[config.mk]
export PLATFORM = sky130hd
export DESIGN_NAME = template_fifo
export DESIGN_NICKNAME = d
export VERILOG_FILES = /design/src/rtl/template_fifo.sv
export SDC_FILE = /design/constraint.sdc
export NUM_CORES = 1
export LEC_CHECK = 0
export ABC_AREA = 1
export BUFFER_PORTS_ARGS = -buffer_cell sky130_fd_sc_hd__buf_2
export CORE_AREA = 2 2 104 106
export CTS_CLUSTER_SIZE = 8
export DETAILED_ROUTE_END_ITERATION = 7
export DIE_AREA = 0 0 106 108
export PLACE_DENSITY = 0.78
export SYNTH_ARGS = -nofsm -noshare
export SYNTH_HDL_FRONTEND = slang
export SYNTH_SLANG_ARGS = --single-unit
[constraint.sdc]
create_clock -name clk -period 2.46 [get_ports clk]
set_input_delay 0.123 -clock clk [delete_from_list [all_inputs] [get_ports clk]]
set_output_delay 0.123 -clock clk [all_outputs]
set_load 0.05 [all_outputs]
[src/rtl/template_fifo.sv]
// template_fifo: parametrised single-clock FIFO with valid/ready handshakes, occupancy count,
// almost-full flag, synchronous flush and sticky overflow flag.
module template_fifo #(
    parameter int DATA_WIDTH   = 8,
    parameter int ADDR_WIDTH   = 4,
    parameter int AFULL_THRESH = 2**ADDR_WIDTH - 2
) (
    input  logic                  clk,
    input  logic                  reset,
    input  logic                  clear,
    input  logic                  in_valid,
    output logic                  in_ready,
    input  logic [DATA_WIDTH-1:0] in_data,
    output logic                  out_valid,
    input  logic                  out_ready,
    output logic [DATA_WIDTH-1:0] out_data,
    output logic [ADDR_WIDTH:0]   count,
    output logic                  almost_full,
    output logic                  overflow_err
);
    localparam int DEPTH = 2**ADDR_WIDTH;
    localparam logic [ADDR_WIDTH:0] FULL_CNT = (ADDR_WIDTH+1)'(DEPTH);
    localparam logic [ADDR_WIDTH:0] AF_CNT   = (ADDR_WIDTH+1)'(AFULL_THRESH);

    logic [DATA_WIDTH-1:0] mem_q [DEPTH];
    logic [ADDR_WIDTH-1:0] wr_ptr_q, wr_ptr_d, rd_ptr_q, rd_ptr_d;
    logic [ADDR_WIDTH:0]   count_q, count_d;
    logic                  ovf_q, ovf_d;
    logic                  push, pop;

    assign in_ready     = (count_q != FULL_CNT);
    assign out_valid    = (count_q != '0);
    assign out_data     = out_valid ? mem_q[rd_ptr_q] : '0;
    assign count        = count_q;
    assign almost_full  = (count_q >= AF_CNT);
    assign overflow_err = ovf_q;
    assign push         = in_valid & in_ready;
    assign pop          = out_valid & out_ready;

    always_comb begin
        wr_ptr_d = wr_ptr_q;
        rd_ptr_d = rd_ptr_q;
        count_d  = count_q;
        ovf_d    = ovf_q;
        if (clear) begin
            wr_ptr_d = '0;
            rd_ptr_d = '0;
            count_d  = '0;
            ovf_d    = 1'b0;
        end else begin
            wr_ptr_d = push ? wr_ptr_q + ADDR_WIDTH'(1) : wr_ptr_q;
            rd_ptr_d = pop ? rd_ptr_q + ADDR_WIDTH'(1) : rd_ptr_q;
            count_d  = (push && !pop) ? count_q + (ADDR_WIDTH+1)'(1) :
                       (pop && !push) ? count_q - (ADDR_WIDTH+1)'(1) : count_q;
            ovf_d    = ovf_q | (in_valid & ~in_ready);
        end
    end

    always_ff @(posedge clk or posedge reset) begin
        if (reset) begin
            wr_ptr_q <= '0;
            rd_ptr_q <= '0;
            count_q  <= '0;
            ovf_q    <= 1'b0;
        end else begin
            wr_ptr_q <= wr_ptr_d;
            rd_ptr_q <= rd_ptr_d;
            count_q  <= count_d;
            ovf_q    <= ovf_d;
        end
    end

    // Storage is deliberately not reset; out_valid masks stale contents.
    always_ff @(posedge clk) begin
        if (push && !clear) mem_q[wr_ptr_q] <= in_data;
    end
endmodule

==> impl_metrics.tcl <==
set metrics [dict create \
    status "complete, no violations" \
    vdd_ir_drop_max_mv 1.06 \
    layout-drive-gt1-share 0.148 \
    grt_max_degree 40 \
    period_minus_slack_ns 2.36 \
    required_time_worst_endpoint_ns 2.34 \
    main_combinational_cell_family_by_area_after_synthesis "simple AND/OR/NAND/NOR gates" \
    worst_path_most_repeated_cell "sky130_fd_sc_hd__nand2_1" \
    max_cap_violations 0 \
    crit_path_end_kind "output pin" \
    drt-pass1-iter-count 6 \
    die_w_um 106 \
    grt_setup_unrepaired "false" \
    final_hold_viol_count 0 \
    critical_path.startpoint_type "register" \
    finalWeightedCongestion 0.894 \
    first_global_vias 4355 \
    setup_viol 0 \
    max_slew.worst_pin.slew_ns 0.870 \
    critical_path.cell_chain "inv_2, buf_8, nand2_1, nand3_1, nand3_1, nand2_1, nand2_1, a21oi_1, clkbuf_4" \
    clock_sink_count 142 \
    power.total_uw 7750 \
    wp_buf_inv 3 \
    viasPerCell 5.79 \
    cts_setup_buffers 0 \
    ys_types 29 \
    cts.htree.levels 4 \
    drt-initial-drc-count 524 \
    grt_pass1_wl_mm 21.8 \
    fp.dieArea_mm2 0.0114 \
    cp_slowest_cell "sky130_fd_sc_hd__dfrtp_2" \
    effective_utilization_at_floorplan 0.600 \
    routed_wire_length_per_instance_um 17.8 \
    worst_skew_pair.late_latency_ns 0.52 \
    power.density_cell_area_mw_per_mm2 1080 \
    antenna_found_initial 0 \
    yosysSeqAreaShare 0.683 \
    arithmetic_cell_share_of_the_synthesized_area_counting_full_adders_half_adders_and_majority_gates 0.0216 \
    criticalPathCategory "register to output pin" \
    synthCells 552 \
    routed-via-count 4388 \
    maxSlewViolCount 0 \
    clk_path_buf_depth 2 \
    clkSlewWorstSetupHoldPaths_ns 0.06 \
    syn2layout_area_growth_pct 16.6 \
    finalWirelength_mm 13.5 \
    drc_errors 0 \
    tritoncts "built" \
    chipHeight_um 108 \
    critPathArrivalTime_ns 2.24 \
    cp_max_fo 32 \
    max_stage_delay_ns 0.44 \
    synth.area.mux_share 0 \
    std_cell_rows 37 \
    design.portCount 30 \
    cts-buffers-inserted 17 \
    path_delay_family "buffers and inverters" \
    synth_area_mm2 0.00614 \
    power.leakage_uw 0.00280 \
    postRouteAntennaNets 0 \
    dp_hpwl_mm 8.38 \
    final_net_count 632 \
    worst_slew_margin_rel 0.418 \
    timing.setup.tns_ns 0 \
    clock-skew-final_ns 0.00470 \
    n_antenna_cell 0 \
    synthSimpleGateAreaFrac 0.236 \
    grt_use_total 0.254 \
    syn-num-nets 575 \
    post-route-util 0.700 \
    maxClockFrequency_ghz 0.423 \
    number_of_buffers_inserted_by_port_buffering 29 \
    ys_seq_elements 142 \
    yosysWarnings 0 \
    floorplan.core_area_mm2 0.0102 \
    grt_total_ovfl 0 \
    synth_xor_xnor_area_share 0.00285 \
    clock_tree.root_cell "sky130_fd_sc_hd__clkbuf_8" \
    finalCritPeriodShare 0.960 \
    avgSynthCellArea_um2 11.1 \
    synth_compound_area_frac 0.0204 \
    holdCritPathClass "input pin to async pin" \
]
==> metrics by stage <==
stage | cell area, µm² | setup slack [ns] | hold WS, ns | instances
floorplan | 6150 | 0.00214 | 0.0122 | 552
global placement | 6500 | 0.354 | 0.208 | 713
detailed placement | 6500 | 0.205 | 0.214 | 713
CTS | 7130 | 0.00886 | 0.00190 | 757
global route | 7160 | 0.00193 | 0.264 | 758
finish | 7160 | 0.0978 | 0.196 | 758
==> flip-flops by register name (all words and copies together) (netlist names) <==
| name | cells |
|---|---|
| count | 5 |
| wr_ptr_q | 4 |
| mem_q | 128 |
| rd_ptr_q | 4 |
| overflow_err | 1 |
==> final timing paths <==
check,startpoint,end,slack [ns],cells after the start
min in group clk,clear,count[3],0.50,5
hold / removal,reset,wr_ptr_q[3],0.20,3
max in group asynchronous,reset,rd_ptr_q[0],1.86,3
setup / recovery,rd_ptr_q[0],out_data[3],0.1,9
setup reg to reg,count[1],count[4],0.17,13
hold reg to reg,count[3],count[3],0.62,2
==> cells by family (layout without fill, tap and decap cells) <==
logic type               Yosys count  in the layout
AO/OA/AOI/OAI                     22             22
XOR/XNOR                           2              2
adder cells (fa/ha/maj)           10             10
buffers and inverters             43            113
flip-flops                       142            142
AND/OR/NAND/NOR                  333            333
==> synth_stat cells <==
master                     count  share of area
sky130_fd_sc_hd__o21ai_0       5         0.0041
sky130_fd_sc_hd__dfrtp_1      14          0.057
sky130_fd_sc_hd__nand2_2       1         0.0010
sky130_fd_sc_hd__clkinv_1      2         0.0012
sky130_fd_sc_hd__nand3_1     117          0.095
sky130_fd_sc_hd__buf_1         1        0.00061
sky130_fd_sc_hd__buf_6         2         0.0037
sky130_fd_sc_hd__buf_4         6         0.0073
sky130_fd_sc_hd__inv_2         4         0.0024
sky130_fd_sc_hd__inv_6         1         0.0014
sky130_fd_sc_hd__a21oi_1      13          0.011
sky130_fd_sc_hd__nand4_1       1         0.0010
sky130_fd_sc_hd__ha_1          9          0.018
sky130_fd_sc_hd__fa_1          1         0.0033
sky130_fd_sc_hd__edfxtp_1    128           0.63
sky130_fd_sc_hd__nor2_2        1         0.0010
sky130_fd_sc_hd__o21ai_1       2         0.0016
sky130_fd_sc_hd__nor3_1        2         0.0016
sky130_fd_sc_hd__nor2_1       18          0.011
sky130_fd_sc_hd__buf_2        14          0.011
sky130_fd_sc_hd__a21oi_4       1         0.0026
sky130_fd_sc_hd__nand2_4       3         0.0055
sky130_fd_sc_hd__nand2_1     187           0.11
sky130_fd_sc_hd__nor2_4        1         0.0018
sky130_fd_sc_hd__clkbuf_1      3         0.0018
sky130_fd_sc_hd__inv_1        10         0.0061
sky130_fd_sc_hd__o21ai_2       1         0.0014
sky130_fd_sc_hd__xor2_1        2         0.0029
sky130_fd_sc_hd__nand3_2       2         0.0033
==> where the power goes <==
group,switching (µW),internal [µW]
clock,886,1310
sequential,108,2720
combinational,1980,746
total,2970,4780
==> layout make-up <==
| cell class | count | area, µm² |
|---|---|---|
| sequential | 142 | 4200 |
| fill | 713 | 3070 |
| clock buffer | 21 | 429 |
| timing repair buffer | 64 | 474 |
| clock inverter | 11 | 75.1 |
| multi-input combinational | 367 | 1740 |
| tap | 136 | 170 |
| inverter | 17 | 73.8 |
==> routing by layer <==
metal | vias up | GRT usage | part of all wire
met3 | 32 | 0.0530 | 0.075
met5 | - | 0 | 0
met1 | 2109 | 0.327 | 0.40
met2 | 221 | 0.422 | 0.50
li1 | 2026 | - | -
met4 | 0 | 0.111 | 0.023
==> placed cells by master, fill, tap and decap left out, drive strengths merged <==
master	synthesis	final
ha	9	9
o21ai	8	8
nor2	20	20
buf	23	50
clkinv	2	12
dlygate4sd3	0	13
nand3	119	119
xor2	2	2
clkbuf	3	22
nand2	191	191
dfrtp	14	14
bufinv	0	1
nand4	1	1
nor3	2	2
edfxtp	128	128
fa	1	1
a21oi	14	14
inv	15	15
==> worst min-delay path, stage by stage <==
cell,delay [ns]
sky130_fd_sc_hd__dlygate4sd3_1,0.53
sky130_fd_sc_hd__buf_2,0.12
sky130_fd_sc_hd__inv_1,0.42
==> what timing repair did <==
action | CTS | global route
endpoints found under the hold margin | 129 | 2
endpoints found under the setup margin | 8 | 7
resized for setup | 3 | 9
hold buffers | 12 | 1
No activity file was read; power rests on OpenSTA's default activity.
